## config.mk

```make
export PLATFORM = sky130hd
export DESIGN_NAME = gpc_popcount_seq
export DESIGN_NICKNAME = d
export VERILOG_FILES = /design/src/rtl/gpc_pkg.sv /design/src/rtl/gpc7_3.sv /design/src/rtl/gpc_popcount_seq.sv
export SDC_FILE = /design/constraint.sdc
export NUM_CORES = 1
export LEC_CHECK = 0
export CAP_MARGIN = 20
export CORE_AREA = 4 4 122 124
export DETAILED_ROUTE_END_ITERATION = 12
export DIE_AREA = 0 0 126 128
export REMOVE_ABC_BUFFERS = 1
export SYNTH_ARGS = -nofsm -noshare
export SYNTH_HDL_FRONTEND = slang
export SYNTH_SLANG_ARGS = --single-unit
```

## constraint.sdc

```tcl
create_clock -name clk -period 3.4 [get_ports clk]
set_input_delay 0.51 -clock clk [delete_from_list [all_inputs] [get_ports clk]]
set_output_delay 0.51 -clock clk [all_outputs]
set_load 0.01 [all_outputs]
```

## src/rtl/gpc_pkg.sv

```systemverilog
// rtl/gpc_pkg.sv - shared state encoding and GPC sizing constants for the popcount engine
package gpc_pkg;

    typedef enum logic [1:0] {
        IDLE = 2'd0,
        RUN  = 2'd1,
        DONE = 2'd2
    } state_t;

    localparam int GPC73_IN  = 7;
    localparam int GPC73_OUT = 3;

endpackage

```

## src/rtl/gpc7_3.sv

```systemverilog
// rtl/gpc7_3.sv - combinational 7-input, 3-bit-output generalized parallel counter
module gpc7_3
    import gpc_pkg::*;
(
    input  logic [GPC73_IN-1:0]  bits,
    output logic [GPC73_OUT-1:0] count
);

    always_comb begin
        count = '0;
        for (int i = 0; i < GPC73_IN; i++) begin
            count = count + {{(GPC73_OUT-1){1'b0}}, bits[i]};
        end
    end

endmodule

```

## src/rtl/gpc_popcount_seq.sv

```systemverilog
// rtl/gpc_popcount_seq.sv - sequential popcount that time-shares one gpc7_3 across a wide word
module gpc_popcount_seq
    import gpc_pkg::*;
#(
    parameter  int DATA_W = 63,
    localparam int SUM_W  = $clog2(DATA_W + 1)
) (
    input  logic              clk,
    input  logic              rst,
    input  logic              in_valid,
    output logic              in_ready,
    input  logic [DATA_W-1:0] in_data,
    output logic              out_valid,
    input  logic              out_ready,
    output logic [SUM_W-1:0]  out_sum,
    output logic              busy
);

    localparam int NCHUNK = (DATA_W + GPC73_IN - 1) / GPC73_IN;
    localparam int WORD_W = NCHUNK * GPC73_IN;
    localparam int IDX_W  = (NCHUNK > 1) ? $clog2(NCHUNK) : 1;

    state_t               state;
    logic [WORD_W-1:0]    word;
    logic [IDX_W-1:0]     idx;
    logic [SUM_W-1:0]     acc;
    logic [GPC73_OUT-1:0] cnt;

    // The word shifts right each RUN cycle, so the counter always sees the low chunk.
    gpc7_3 u_gpc (
        .bits  (word[GPC73_IN-1:0]),
        .count (cnt)
    );

    assign out_sum = acc;

    always_ff @(posedge clk) begin
        if (rst) begin
            state     <= IDLE;
            in_ready  <= 1'b1;
            out_valid <= 1'b0;
            busy      <= 1'b0;
            acc       <= '0;
            idx       <= '0;
            word      <= '0;
        end else begin
            case (state)
                IDLE: begin
                    if (in_valid) begin
                        word     <= WORD_W'(in_data);
                        acc      <= '0;
                        idx      <= '0;
                        state    <= RUN;
                        in_ready <= 1'b0;
                        busy     <= 1'b1;
                    end
                end
                RUN: begin
                    word <= word >> GPC73_IN;
                    acc  <= acc + SUM_W'(cnt);
                    idx  <= idx + 1'b1;
                    if (idx == IDX_W'(NCHUNK - 1)) begin
                        state     <= DONE;
                        out_valid <= 1'b1;
                    end
                end
                DONE: begin
                    if (out_ready) begin
                        state     <= IDLE;
                        out_valid <= 1'b0;
                        in_ready  <= 1'b1;
                        busy      <= 1'b0;
                    end
                end
                default: begin
                    state     <= IDLE;
                    in_ready  <= 1'b1;
                    out_valid <= 1'b0;
                    busy      <= 1'b0;
                end
            endcase
        end
    end

endmodule

```

Word-level counts from Yosys, hierarchy flattened. Cells that the tools add are included.

Logic and storage cells: 47. Output and inout bits: 9. Input bits: 67. Register bits after elaboration: 78.

Reductions and logical operators: 6. Bitwise logic cells: 2. Equality and inequality tests: 6. Mux-type cells: 18. Add/subtract/negate cells: 8.

Operator list (count): 63-bit case mux with 2 select lines (1); 63-bit 2-to-1 mux (1); 3-bit by 1-bit adder with 3-bit output (5); 6-bit case mux with 2 select lines (1); 1-bit case mux with 3 select lines (3); 3-bit AND reduction (3); 4-bit case mux with 2 select lines (1); 6-bit by 3-bit adder with 6-bit output (1); 2-bit 2-to-1 mux (3); 6-bit 2-to-1 mux (1); 2-bit != test, second input constant (3); 2-bit case mux with 3 select lines (1); 1-bit 2-to-1 mux (5); 4-bit by 1-bit adder with 4-bit output, second input constant (1); 4-bit equality test, second input constant (1); 4-bit 2-to-1 mux (1); 1-bit by 1-bit adder with 2-bit output (1); 2-bit by 1-bit equality test with 1-bit output, second input constant (1); 2-bit equality test, second input constant (1); 2-bit logical NOT (1); 1-bit NOT (2); 2-bit AND reduction (1); 2-bit nonzero test (1).

Logic depth before layout (Yosys ltp). Gate-level depths: netlist of the first run.

Depth after elaboration: 8. Depth in mapped cells: 12. Depth with buffers taken out: 12.

Cells and area by module. A second synthesis of the first run with hierarchy kept.

Cell total of the unflattened synthesis: 493. Area, all modules: 4008.8 um^2.

By module, submodules not included: gpc_popcount_seq (sequential area each 1561.5 um^2, cells an instance 481, instances 1, area an instance 3898.7 um^2); gpc7_3 (sequential area each 0.0 um^2, cells an instance 12, instances 1, area an instance 110.1 um^2).

Least setup slack after synthesis of the first run. No wires, ideal clock.

Path type: reg2reg. From: reg word[0]. To: reg acc[5], in the netlist out_sum[5]. Library setup time: 121 ps. Period minus slack after synthesis: 3323 ps. Setup slack: 77 ps. Cell stages (with the launch flop): 13. Data arrival time: 3202 ps. Buffers on the path: 0. Data required time: 3279 ps. Cells stage by stage: dfxtp_1 > ha_1 > inv_1 > fa_1 > fa_1 > inv_1 > ha_1 > fa_1 > xor2_1 > ha_1 > nor2_1 > nor4_1 > mux2_2.

Word-level cells in the longest chain between the ends: 8.

Ends and longest elaborated chain: start, declared (RTL line gpc_popcount_seq.sv:24) `logic [WORD_W-1:0] word;`; start signal, assigned (RTL line gpc_popcount_seq.sv:50) `word <= WORD_W'(in_data);`; start signal, assigned (RTL line gpc_popcount_seq.sv:59) `word <= word >> GPC73_IN;`; 1-bit by 1-bit adder with 2-bit output (RTL line gpc7_3.sv:12) `count = count + {{(GPC73_OUT-1){1'b0}}, bits[i]};`; 3-bit by 1-bit adder with 3-bit output (5 in series) (RTL line gpc7_3.sv:12); 6-bit by 3-bit adder with 6-bit output (RTL line gpc_popcount_seq.sv:60) `acc <= acc + SUM_W'(cnt);`; 6-bit case mux with 2 select lines (RTL line gpc_popcount_seq.sv:47) `case (state)`; end signal, assigned (RTL line gpc_popcount_seq.sv:60); end, declared (RTL line gpc_popcount_seq.sv:26) `logic [SUM_W-1:0] acc;`.

Every way passes these cells. A chain may end at the register's enable or synchronous reset.

Worst setup path after layout of the first run. Ends and elaborated chain as after synthesis.

==> out/results.tsv, run 1 <==
stage	metric	value	unit
sta	min_period	3440	ps
worst_setup_path	required	3620	ps
power_and_ir_drop	p_total	2.55	mW
logic_synthesis	syn-cell-area	0.00406	mm²
floorplan	io_pins	76	
global_route	grt_pass1_vias	3476	
sta	drv_slew	0	
global_route	grt.overflow.total	0	
worst_setup_path	crit_path_start_kind	register	
clock_network	clk_pin_slew	60	ps
hold_path	hold_class	register to register	
global_route	grt_use_total	12.4	%
sta	hold_violations	0	
logic_synthesis	async_reset_ff_share	0	%
sta	skew	4.03	ps
logic_synthesis	avgSynthCellArea	8.30	µm²
sta	tns	-38.0	ps
final_layout	area_growth	29.6	%
floorplan	die_x	126	µm
final_layout	seq_area	0.00157	mm²
drt	antenna_left	0	
logic_synthesis	ys_seq_elements	78	
logic_synthesis	synth.area.top_cells	dfxtp_1 (38%), or3b_2 (9.5%), nand2b_1 (8.9%)	
sta	worst_slack	-38.0	ps
sta	fmaxAchievable	0.291	GHz
flow_run	drv_cap	0	
status	violations	negative setup slack	
sta	tightest_slew	872	ps
logic_synthesis	synthTopCellsByCount	dfxtp_1 (78), nor2_1 (68), a21oi_1 (62)	
sta	rsz0062_at_grt	yes	
drt	wirelength	9.91	mm
place	post-place-ws	-48.5	ps
clock_network	ctsRootBufferMaster	clkbuf_16	
worst_setup_path	crit_type	register to register	
drt	drc	0	
global_route	antenna_found_initial	0	
final_layout	final_layout_size_suffix_gt1_share	16.5	%
sta	final.period_utilization	101	%
drt	dr_total_vias	3414	
global_route	grt_max_degree	67	
sta	setup_viol_count_final	1	
sta	slew-limit-headroom	41.8	%
status	status	complete, but fails checks	
floorplan	die_y	128	µm
final_layout	nets	619	
clock_network	cts_sinks	78	
drt	drtIter0Drc	215	
final_layout	multi_input_area	0.00230	mm²
logic_synthesis	synth_cell_types	39	
final_layout	nFillCells	1435	
drt	avgRoutedWirePerCell	13.7	µm
worst_setup_path	arrival	3660	ps
logic_synthesis	seq_area_frac_synth	38.5	%
clock_network	h-tree-depth	3	
place	io_buffer_count	75	
final_layout	diodes	0	
clock_network	cts_buffers	9	
place	gp_congestion	0.741	
power_and_ir_drop	p_per_area	485	mW/mm²
power_and_ir_drop	leakage	1.98	nW
drt	first_pass_iters	5	
logic_synthesis	yosys_warnings	0	
drt	vias_per_cell	4.71	
clock_network	hold_buffers	0	
logic_synthesis	netlist_instances	489	
logic_synthesis	synthFlopType	dfxtp_1	
logic_synthesis	yosysMostFrequentCell	dfxtp_1	
logic_synthesis	synth_edf_count	0	
clock_network	insertion_delay	320	ps
clock_network	cts_tree	done	
clock_network	clockBufferDepth	2	
floorplan	rows	43	
floorplan	initial_core_util	29.5	%
worst_setup_path	worstPathMaxFanout	3	
power_and_ir_drop	ir_worst_vdd	0.000310	V
place	dp_hpwl	6.35	mm
floorplan	core_area	0.0138	mm²
logic_synthesis	synth_top_cell_area_share	38.5	%
floorplan	die_area	0.0161	mm²
worst_setup_path	critPathCaptureType	register	
global_route	grt_pass1_wl	16.6	mm
logic_synthesis	yosysTopAreaCell	dfxtp_1	
layout make-up:
type	instances	share of cell area, %
clock buffer	14	5.40
tap	180	4.28
timing repair buffer	83	15.2
sequential	78	29.8
inverter	12	0.856
multi-input combinational	356	43.7
clock inverter	2	0.714
what timing repair did:
item / in CTS / in global routing
gates resized for setup: 4 / 11
setup buffers: 0 / 0
pin swaps: 1 / 7
setup endpoints to repair: 2 / 4
worst paths after layout:
path,from,to,slack [ps],cells after the start
setup / recovery,word[0]$_SDFFE_PP0P_,out_sum[5]$_SDFFE_PP0P_,-40,11
hold reg to reg,busy$_SDFFE_PP0P_,busy$_SDFFE_PP0P_,480,2
hold / removal,busy$_SDFFE_PP0P_,busy$_SDFFE_PP0P_,480,2
setup reg to reg,word[0]$_SDFFE_PP0P_,out_sum[5]$_SDFFE_PP0P_,-40,11
per-stage QoR:
stage,hold slack (ps),cell area (µm²),utilization (%),instances
after floorplan,463,3840,-,446
after global placement,466,4870,35.4,709
after detailed placement,474,4870,35.4,709
after CTS,484,5210,37.8,725
after global routing,505,5260,38.2,725
final,482,5260,38.2,725
critical path: stages, from the launching register on:
cell and delay, ps:
dfxtp_2 340, ha_4 260, inv_2 30, fa_1 470
fa_1 520, inv_1 40, ha_2 170, fa_2 450
ha_1 310, a211oi_2 90, nor4_2 290, mux2_2 360
metal layers:
metal | vias to the layer above | part of all wire [%] | GRT usage [%]
li1 | 1774 | - | -
met1 | 1570 | 49 | 16.5
met2 | 63 | 46 | 20.0
met3 | 7 | 4.0 | 3.50
met4 | 0 | 1.1 | 3.09
met5 | - | 0 | 0
logic make-up after synthesis:
group	count (synthesis)	share of synthesized area, %
AOI/OAI and AO/OA	89	12.8
xor gates and xnor gates	2	0.432
adders and majority gates	12	4.44
buffers and inverters	55	6.44
DFF	78	38.5
muxes	3	0.771
and+or+nand+nor	250	36.6
placed cells by master, fill, tap and decap left out, types with 2 or more instances in the layout:
cell	instances
a211oi_1	4
a21oi_1	61
a21oi_2	2
a22oi_1	11
buf_2	2
buf_4	8
clkbuf_16	9
clkbuf_8	4
clkdlybuf4s50_1	73
dfxtp_1	74
dfxtp_2	3
fa_1	2
fa_2	2
ha_1	5
ha_4	2
inv_1	11
mux2i_1	2
nand2_1	3
nand2b_1	58
nor2_1	67
nor3_1	53
o211ai_1	2
o21bai_1	2
o311ai_0	2
or3_1	2
or3b_1	13
or3b_2	44
flip-flops by register name, summed over array words and instances (netlist names):
register	count
state	2
in_ready	1
idx	4
word	63
busy	1
out_sum	6
out_valid	1
power by group:
part | internal [mW] | total, mW | leakage, nW | switching [mW]
Clock | 0.649 | 1.01 | 0.155 | 0.363
Sequential | 0.992 | 1.04 | 0.647 | 0.0513
Combinational | 0.272 | 0.493 | 1.18 | 0.221
Total | 1.91 | 2.55 | 1.98 | 0.636
No activity file was read; power rests on OpenSTA's default activity.
==> run 2: changes to the inputs <==
--- a/config.mk
+++ b/config.mk
@@ -6,10 +6,13 @@
 export NUM_CORES = 1
 export LEC_CHECK = 0
 export CAP_MARGIN = 20
-export CORE_AREA = 4 4 122 124
+export CORE_AREA = 4 4 98 100
+export CTS_CLUSTER_DIAMETER = 200
 export DETAILED_ROUTE_END_ITERATION = 12
-export DIE_AREA = 0 0 126 128
+export DIE_AREA = 0 0 102 104
+export PLACE_DENSITY = 0.75
 export REMOVE_ABC_BUFFERS = 1
+export SLEW_MARGIN = 10
 export SYNTH_ARGS = -nofsm -noshare
 export SYNTH_HDL_FRONTEND = slang
 export SYNTH_SLANG_ARGS = --single-unit
==> out/results.tsv, run 2 (same netlist as run 1, synthesis figures left out) <==
stage	metric	value	unit	change
clock_network	clk_pin_slew	80	ps	was 60 ps
clock_network	hold_buffers	0		unchanged
worst_setup_path	crit_end	out_sum[3]$_SDFFE_PP0P_		was out_sum[5]$_SDFFE_PP0P_
worst_setup_path	worstPathMaxFanout	3		unchanged
sta	fmaxAchievable	0.298	GHz	was 0.291 GHz
global_route	grt_pass1_vias	3441		was 3476
place	dp_hpwl	5.75	mm	was 6.35 mm
sta	rsz0062_at_grt	yes		unchanged
worst_setup_path	crit_type	register to register		unchanged
global_route	grt.overflow.total	0		unchanged
power_and_ir_drop	pwr-share-comb	21.0	%	was 19.4%
power_and_ir_drop	power_frac_seq	45.6	%	was 40.9%
worst_setup_path	r2r_setup_slack	50	ps	was -40 ps
sta	min_period	3350	ps	was 3440 ps
final_layout	nets	618		was 619
sta	slew-limit-headroom	42.4	%	was 41.8%
floorplan	die_y	104	µm	was 128 µm
worst_setup_path	required	3690	ps	was 3620 ps
power_and_ir_drop	switchingPower	0.599	mW	was 0.636 mW
global_route	grt_use_total	17.6	%	was 12.4%
drt	antenna_left	0		unchanged
status	status	completed		was complete, but fails checks
final_layout	finalInstanceArea	0.00503	mm²	was 0.00526 mm²
power_and_ir_drop	pwr-share-clk	33.4	%	was 39.7%
place	io_buffer_count	75		unchanged
floorplan	initial_core_util	46.8	%	was 29.5%
drt	dr_total_vias	3469		was 3414
sta	hold_violations	0		unchanged
clock_network	cts_buffers	9		unchanged
drt	drc	0		unchanged
drt	vias_per_cell	5.32		was 4.71
sta	whs	478	ps	was 482 ps
power_and_ir_drop	ir_worst_vdd	0.000241	V	was 0.000310 V
drt	wirelength	9.26	mm	was 9.91 mm
worst_setup_path	r2r-start	word[0]$_SDFFE_PP0P_		unchanged
worst_setup_path	crit_slowest_cell	fa_1		unchanged
place	placed_area	0.00477	mm²	was 0.00487 mm²
worst_setup_path	cp-startpoint	word[0]$_SDFFE_PP0P_		unchanged
floorplan	rows	34		was 43
final_layout	stdcell_count	652		was 725
hold_path	hold_class	register to register		unchanged
final_layout	final_common_cell	dfxtp_1		unchanged
sta	final.period_utilization	98.7	%	was 101%
floorplan	io_pins	76		unchanged
final_layout	nFillCells	819		was 1435
worst_setup_path	cp_cell_sequence	ha_4, inv_2, fa_1, fa_1, inv_1, ha_2, fa_2, xor2_1, ha_2, nor2_1, or4_4, a21oi_2		was ha_4, inv_2, fa_1, fa_1, inv_1, ha_2, fa_2, ha_1, a211oi_2, nor4_2, mux2_2
sta	tightest_slew	863	ps	was 872 ps
power_and_ir_drop	leakage	1.93	nW	was 1.98 nW
worst_setup_path	arrival	3650	ps	was 3660 ps
worst_setup_path	r2r_cells	12		was 11
global_route	antenna_found_initial	0		unchanged
power_and_ir_drop	switching_share	26.2	%	was 25.0%
place	gp_congestion	0.764		was 0.741
drt	avgRoutedWirePerCell	14.2	µm	was 13.7 µm
global_route	grt_max_degree	63		was 67
worst_setup_path	crit_path_start_kind	register		unchanged
sta	drv_slew	0		unchanged
final_layout	largest-register	word		unchanged
worst_setup_path	path_delay_family	adder cells		unchanged
drt	drtIter0Drc	159		was 215
floorplan	die_x	102	µm	was 126 µm
worst_setup_path	cp.depth	12		was 11
flow_run	drv_cap	0		unchanged
worst_setup_path	cp_num_buf_inv	2		unchanged
final_layout	final_core_util	57.9	%	was 38.2%
sta	worst_slack	45.2	ps	was -38.0 ps
final_layout	final_cell_mix	dfxtp_1 (74), clkdlybuf4s50_1 (73), nor2_1 (68)		was dfxtp_1 (74), clkdlybuf4s50_1 (73), nor2_1 (67)
power_and_ir_drop	power.internal	1.69	mW	was 1.91 mW
clock_network	cts_tree	done		unchanged
clock_network	ctsRootBufferMaster	clkbuf_8		was clkbuf_16
final_layout	final_layout_size_suffix_gt1_share	15.6	%	was 16.5%
floorplan	die_area	0.0106	mm²	was 0.0161 mm²
final_layout	diodes	0		unchanged
drt	first_pass_iters	4		was 5
worst_setup_path	r2r_end	out_sum[3]$_SDFFE_PP0P_		was out_sum[5]$_SDFFE_PP0P_
final_layout	largest_register_ffs	63		unchanged
final_layout	area_growth	23.9	%	was 29.6%
floorplan	core_area	0.00868	mm²	was 0.0138 mm²
place	post-place-ws	-82.3	ps	was -48.5 ps
sta	skew	11.6	ps	was 4.03 ps
clock_network	h-tree-depth	3		unchanged
clock_network	insertion_delay	350	ps	was 320 ps
place	dpl.cell_count	635		was 709
power_and_ir_drop	p_per_area	455	mW/mm²	was 485 mW/mm²
clock_network	cts_sinks	78		unchanged
worst_setup_path	cpPeakStageDelay	490	ps	was 520 ps
worst_setup_path	critPathCaptureType	register		unchanged
global_route	grt_pass1_wl	15.5	mm	was 16.6 mm
clock_network	clockBufferDepth	2		unchanged
sta	setup_viol_count_final	0		was 1
==> run 2: metrics by stage <==
| stage | power, mW | TNS [ps] |
|---|---|---|
| floorplan | 1.33 | 0 |
| global placement | 1.50 | -3.06 |
| detailed placement | 1.52 | -82.3 |
| CTS | 2.29 | -50.9 |
| global route | 2.40 | -200 |
| finish | 2.29 | 0 |
==> run 2: per-layer routing <==
metal | track usage, % | wire, µm | vias up
met3 | 2.55 | 409 | 10
met4 | 6.28 | 132 | 0
li1 | - | - | 1765
met1 | 22.4 | 4160 | 1626
met2 | 30.0 | 4550 | 68
met5 | 0 | 0 | -
==> run 2: worst min path at each step <==
stage	slack [ps]	from	end	cells past startpoint
after floorplan	460	word[10]$_SDFFE_PP0P_	word[10]$_SDFFE_PP0P_	2
after global placement	460	busy$_SDFFE_PP0P_	busy$_SDFFE_PP0P_	2
after detailed placement	470	busy$_SDFFE_PP0P_	busy$_SDFFE_PP0P_	2
after CTS	480	busy$_SDFFE_PP0P_	busy$_SDFFE_PP0P_	2
after global routing	500	busy$_SDFFE_PP0P_	busy$_SDFFE_PP0P_	2
final	480	busy$_SDFFE_PP0P_	busy$_SDFFE_PP0P_	2
==> run 2: final cells by class <==
class | count | area, µm² | area share [%]
Timing Repair Buffer | 82 | 793 | 15.8
Clock inverter | 4 | 70.1 | 1.39
Inverter | 12 | 45.0 | 0.896
Multi-Input combinational cell | 356 | 2270 | 45.2
Sequential cell | 78 | 1570 | 31.2
Tap cell | 108 | 135 | 2.69
Clock buffer | 12 | 145 | 2.89
==> run 2: worst reg2reg max path, stage by stage (launching register included) <==
cell and delay [ps]:
dfxtp_2 340, ha_4 260, inv_2 30, fa_1 440
fa_1 490, inv_1 50, ha_2 180, fa_2 340
xor2_1 180, ha_2 360, nor2_1 70, or4_4 420
a21oi_2 140
==> run 2: timing repair <==
action	4_1_cts	5_1_grt
setup buffers	0	1
endpoints found under the setup margin	3	4
gates resized for setup	6	4
pin swaps	3	4
==> run 2: power by group through the flow <==
stage | Combinational [mW] | Clock, mW | Sequential (mW)
5_1_grt | 0.541 | 0.804 | 1.05
3_3_place_gp | 0.442 | 0 | 1.06
6_report | 0.481 | 0.763 | 1.04
2_1_floorplan | 0.270 | 0 | 1.06
3_5_place_dp | 0.456 | 0 | 1.06
4_1_cts | 0.473 | 0.774 | 1.04
